<file path="src/rtl/ip4_rtl_opc.sv">
//------------------------------------------------------------------------------
// ip4_rtl_opc: operand collector. Accepts one instruction, fetches up to four
// source operands over two register-file read ports, issues the bundle.
// Revision: 1.0
//------------------------------------------------------------------------------
`default_nettype none

module ip4_rtl_opc #(
  parameter int WORD_W = 32,
  parameter int REG_AW = 6,
  parameter int OPC_W  = 8
) (
  input  logic              clk,
  input  logic              rst,
  input  logic              in_vld,
  output logic              in_rdy,
  input  logic [OPC_W-1:0]  in_opc,
  input  logic [REG_AW-1:0] in_ra0,
  input  logic [REG_AW-1:0] in_ra1,
  input  logic [REG_AW-1:0] in_ra2,
  input  logic [REG_AW-1:0] in_ra3,
  input  logic [2:0]        in_nsrc,
  output logic              rf_re0,
  output logic              rf_re1,
  output logic [REG_AW-1:0] rf_ra0,
  output logic [REG_AW-1:0] rf_ra1,
  input  logic [WORD_W-1:0] rf_rd0,
  input  logic [WORD_W-1:0] rf_rd1,
  output logic              out_vld,
  input  logic              out_rdy,
  output logic [OPC_W-1:0]  out_opc,
  output logic [WORD_W-1:0] out_op0,
  output logic [WORD_W-1:0] out_op1,
  output logic [WORD_W-1:0] out_op2,
  output logic [WORD_W-1:0] out_op3
);

  typedef enum logic [2:0] {
    IDLE  = 3'd0,
    RD01  = 3'd1,
    RD23  = 3'd2,
    CAP   = 3'd3,
    ISSUE = 3'd4
  } state_t;

  state_t            state, state_nxt;
  logic [OPC_W-1:0]  opc;
  logic [REG_AW-1:0] ra0, ra1, ra2, ra3;
  logic [2:0]        nsrc;
  logic              accept;

  assign accept  = in_vld && in_rdy;
  assign out_opc = opc;

  always_comb begin
    state_nxt = state;
    in_rdy    = 1'b0;
    out_vld   = 1'b0;
    rf_re0    = 1'b0;
    rf_re1    = 1'b0;
    rf_ra0    = ra0;
    rf_ra1    = ra1;
    case (state)
      IDLE: begin
        in_rdy = 1'b1;
        if (in_vld) state_nxt = (in_nsrc == 3'd0) ? ISSUE : RD01;
      end
      RD01: begin
        rf_re0    = 1'b1;
        rf_re1    = (nsrc >= 3'd2);
        state_nxt = (nsrc >= 3'd3) ? RD23 : CAP;
      end
      RD23: begin
        rf_re0    = 1'b1;
        rf_ra0    = ra2;
        rf_re1    = (nsrc == 3'd4);
        rf_ra1    = ra3;
        state_nxt = CAP;
      end
      CAP: state_nxt = ISSUE;
      ISSUE: begin
        out_vld = 1'b1;
        if (out_rdy) state_nxt = IDLE;
      end
      default: state_nxt = IDLE;
    endcase
  end

  always_ff @(posedge clk or posedge rst) begin
    if (rst) state <= IDLE;
    else     state <= state_nxt;
  end

  // Operands are cleared at accept so unused slots issue as zero.
  always_ff @(posedge clk or posedge rst) begin
    if (rst) begin
      opc     <= '0;
      ra0     <= '0;
      ra1     <= '0;
      ra2     <= '0;
      ra3     <= '0;
      nsrc    <= '0;
      out_op0 <= '0;
      out_op1 <= '0;
      out_op2 <= '0;
      out_op3 <= '0;
    end else if (accept) begin
      opc     <= in_opc;
      ra0     <= in_ra0;
      ra1     <= in_ra1;
      ra2     <= in_ra2;
      ra3     <= in_ra3;
      nsrc    <= (in_nsrc > 3'd4) ? 3'd4 : in_nsrc;
      out_op0 <= '0;
      out_op1 <= '0;
      out_op2 <= '0;
      out_op3 <= '0;
    end else begin
      case (state)
        RD23: begin
          out_op0 <= rf_rd0;
          if (nsrc >= 3'd2) out_op1 <= rf_rd1;
        end
        // nsrc >= 3 implies the previous cycle was RD23 (reading ra2/ra3).
        CAP: begin
          if (nsrc >= 3'd3) begin
            out_op2 <= rf_rd0;
            if (nsrc == 3'd4) out_op3 <= rf_rd1;
          end else begin
            out_op0 <= rf_rd0;
            if (nsrc >= 3'd2) out_op1 <= rf_rd1;
          end
        end
        default: ;
      endcase
    end
  end

endmodule

`default_nettype wire
</file>
<file path="config.mk">
export PLATFORM = sky130hd
export DESIGN_NAME = ip4_rtl_opc
export DESIGN_NICKNAME = d
export VERILOG_FILES = /design/src/rtl/ip4_rtl_opc.sv
export SDC_FILE = /design/constraint.sdc
export NUM_CORES = 1
export LEC_CHECK = 0
export ABC_AREA = 1
export BUFFER_PORTS_ARGS = -buffer_cell sky130_fd_sc_hd__buf_2
export CORE_ASPECT_RATIO = 1.1
export CORE_UTILIZATION = 54
export CTS_CLUSTER_SIZE = 16
export DETAILED_ROUTE_END_ITERATION = 16
export GPL_TIMING_DRIVEN = 0
export PLACE_DENSITY = 0.89
export SETUP_SLACK_MARGIN = 0.1
export SYNTH_ARGS = -nofsm -noshare
export SYNTH_HDL_FRONTEND = slang
export SYNTH_SLANG_ARGS = --single-unit
export TNS_END_PERCENT = 50
</file>
<file path="constraint.sdc">
create_clock -name clk -period 12.8 [get_ports clk]
set_input_delay 0.64 -clock clk [delete_from_list [all_inputs] [get_ports clk]]
set_output_delay 0.64 -clock clk [all_outputs]
set_load 0.02 [all_outputs]
</file>
# == Yosys cells after proc, flatten, opt, wreduce, memory -nomap -nowiden ==
# Index checks and enable logic that the tools add are counted.
# word_totals
out_inout_bits,152
reg_bits,166
wordCells,60
memories,0
latchBits,0
ram_bits,0
input_bits,103
romBits,0
# classes
order_cmp,3
n_mul,0
n_mux,26
addsub,0
eq_ne,8
n_bitwise,0
n_reduce_logical,12
n_div,0
shifts,0
# op_table
cell,count
32-bit two-way mux,12
32-bit case mux with 2 select lines,2
3-bit case mux with 5 select lines,1
3-bit two-way mux,4
6-bit two-way mux,2
3-bit by 2-bit == test with 1-bit output (second input constant),2
3-bit == test (second input constant),2
3-bit by 2-bit >= comparator with 1-bit output (second input constant),2
3-bit logical NOT,2
2-bit AND reduction,3
2-bit nonzero test,3
1-bit two-way mux,4
2-bit inequality test (second input constant),2
3-bit by 1-bit == test with 1-bit output (second input constant),1
3-bit > comparator (second input constant),1
3-bit inequality test (second input constant),1
3-bit AND reduction,1
3-bit nonzero test,1
1-bit case mux with 2 select lines,1
2-bit OR reduction,1
1-bit logical AND,1

# == Longest topological paths before layout ==
# logic_depth
depth_word,5
depth_mapped,7
mapped_depth_nobuf,7

# == Worst setup path after synthesis ==
# No wires, ideal clock.
# synth_timing
kind,reg2out
startpoint,register state[2]
endpoint,output port rf_ra1[0]
path_slack_ns,10.681
path_stages_with_launch,7
arrival_ns,1.479
t_required_ns,12.160
n_path_buf,1
path_cell_list,dfrtp_1 > inv_1 > nand2_1 > inv_1 > nand2_1 > buf_2 > o21ai_0
# synth_via
elab_chain_cells,2
# synth_lines
item,line_no,rtl
start: declaration,46,"state_t state, state_nxt;"
start signal: assignment,91,else state <= state_nxt;
3-bit by 2-bit == test with 1-bit output,63,case (state)
6-bit two-way mux,63,
end: declaration,26,"output logic [REG_AW-1:0] rf_ra1,"
# No other way between the ends.

# == Final worst setup path ==
# layout_timing
startpoint,register state[2]
endpoint,output port rf_ra0[0]
# layout_via
elab_chain_cells,2
# layout_lines
item,line_no,rtl
3-bit by 2-bit == test with 1-bit output,63,
6-bit two-way mux,63,
end: declaration,25,"output logic [REG_AW-1:0] rf_ra0,"
# No other way between the ends.

==> impl_metrics.toml <==
[outcome]
status = "finished clean"

[critical_path]
worstReg2RegStart = "nsrc[1]$_DFFE_PP0P_"
cp-start-kind = "register"
critPathArrivalTime_ns = 2.06
cp_max_fo = 10
worstSetupEndpointType = "output pin"
critPathLaunch = "state[2]$_DFFE_PP0P_"
r2r-end = "out_op2[2]$_DFFE_PP0P_"
r2r_cells = 6
rrSetupSlack_ns = 11.07
critPathKind = "register to output pin"
required_ns = 12.16

[global_route]
antenna_found_initial = 0
gr-total-overflow = 0
grt_pass1_vias = 6699
grt_max_degree = 104
grt_first_pass_wirelength_um = 33220
grt_usage = 0.3195

[clock_tree]
clock_latency_ns = 0.43
cts_setup_buffers = 0
cts_tree = "done"
path_clk_slew_ns = 0.06
clockBufferDepth = 2
cts_root_buf = "clkbuf_16"
hold_buffers = 0
numCtsBuffers = 17
cts_sinks = 166
cts_max_level = 4
cts_resized = 0

[timing]
finClkSkew_ns = 0.007625
slew_violations = 0
max_freq_mhz = 369.7
worstMarginPinSlew_ns = 0.5828
rsz0062_at_grt = "no"
layout_min_cycle_time_ns = 2.705
setup_tns_ns = 0
slew_headroom = 0.6114
min_period_over_period = 0.2113
setup_viol = 0
hold_violations = 0
timing.final.ws_setup_ns = 10.10

[min_path]
hold_class = "input port to asynchronous set/reset pin"

[place]
post-place-ws_ns = 10.57
io_buffers = 254
detailed_place_hpwl_um = 15170
gp_congestion = 0.9252

[synth]
ys_ff_latch = 166
ys_warn_count = 0
synth_xor_area_frac = 0
synthMuxAreaShare = 0
syn-instance-count = 795
syn_nets = 898
synth_area_um2 = 7046
ys_seq_area_frac = 0.5896
synth-adder-area-share = 0
synth_cell_types = 20
syn_avg_cell_area_um2 = 8.862
yosys.area_share.simple = 0.2825
synth_compound_area_frac = 0.06482
synth_top_family_by_area = "simple AND/OR/NAND/NOR gates"

[finish]
final_common_cell = "buf_2"
final_cell_mix = "buf_2, nand2_1, dfrtp_1"
final_util = 0.7268
diodes = 0
synthToLayoutAreaGrowth_pct = 30.42
drive_above_1_share = 0.3157
nets = 1172

[detailed_routing]
wl_um = 20940
avgRoutedWirePerCell_um = 16.93
drt_pass1_iterations = 7
vias = 6915
ant_nets = 0
drc = 0
first_iter_violations = 661
vias_per_cell = 5.590

[power]
power.leakage_uw = 0.005221
fin_total_pwr_uw = 2483
peakVddDrop_mv = 0.1871
power_density_nw_per_um2 = 270.2

[floorplanning]
design.portCount = 255
rows = 43
initial_core_util = 0.5572
die_y_um = 121.8
dieArea_um2 = 13510
die_w_um = 110.9
core_um2 = 12640

[run]
max_cap_violations = 0
[layout make-up]
| type | instances | area (µm²) |
|---|---|---|
| plain buffers | 65 | 346.6 |
| inverters | 26 | 105.1 |
| clock inverters | 7 | 142.6 |
| repair buffers | 255 | 1299 |
| multi-input cells | 538 | 2447 |
| clock buffers | 23 | 498.0 |
| flip-flops and latches | 166 | 4154 |
| well taps | 157 | 196.4 |
| fillers | 928 | 3455 |
[worst max-delay path by stage]
stage | end | slack, ns | cells past startpoint
final | rf_ra0[0] | 10.10 | 7
after global routing | rf_ra0[0] | 9.95 | 7
after CTS | rf_ra0[0] | 10.11 | 7
after detailed placement | rf_ra0[0] | 10.57 | 7
after global placement | out_op2[24]$_DFFE_PP0P_ | 6.01 | 2
after floorplan | nsrc[0]$_DFFE_PP0P_ | 7.67 | 1
[per-layer routing]
layer / vias to the layer above / routed length, µm / GRT usage
li1: 3203 / - / -
met1: 3234 / 7826 / 0.3689
met2: 407 / 10390 / 0.5590
met3: 71 / 1869 / 0.07811
met4: 0 / 854 / 0.1592
met5: - / 0 / 0
[synth_stat cells]
cell	instances	share of area
buf_2	37	0.026
nand4_1	32	0.028
dfrtp_1	166	0.59
buf_4	3	0.0032
nand2_1	237	0.13
o21ai_1	50	0.036
a21oi_1	3	0.0021
nand3_1	163	0.12
o21ai_0	37	0.026
clkbuf_1	16	0.0085
o22ai_1	1	0.00089
nor3_1	1	0.00071
nand3_2	2	0.0028
inv_1	24	0.013
nand2_2	3	0.0027
buf_6	6	0.0096
inv_2	2	0.0011
nor2_2	3	0.0027
nor2_1	6	0.0032
buf_1	3	0.0016
[critical path, cell delays in order (launching register included)]
cell,delay [ns]
dfrtp_1,0.43
inv_1,0.09
nand2_1,0.09
inv_1,0.14
nand2_1,0.22
buf_2,0.25
o21ai_0,0.22
buf_2,0.21
[metrics by stage]
step	instance area (µm²)	instances	hold slack, ns
floorplan	7046	795	0.4492
global placement	8513	1206	0.4618
detailed placement	8548	1207	0.4601
CTS	9189	1237	0.2550
global route	9189	1237	0.2710
finish	9189	1237	0.2357
[cell families (layout without fill, tap and decap cells)]
| group | count (synthesis) | in the layout |
|---|---|---|
| AO/OA/AOI/OAI | 91 | 91 |
| buffers and inverters | 91 | 376 |
| AND/OR/NAND/NOR | 447 | 447 |
| flip-flops | 166 | 166 |
[registers in the layout, indices dropped and copies added (netlist names), 6 cells and up]
signal,count
ra2,6
ra3,6
out_opc,8
out_op3,32
out_op2,32
out_op1,32
ra0,6
ra1,6
out_op0,32
[power breakdown]
group	switching (µW)	internal (µW)	leakage, µW	total, µW
sequential	111	725	0.00218	836
clock	196	350	0.000304	547
combinational	756	344	0.00274	1100
Power figures use the tool's default switching activity.
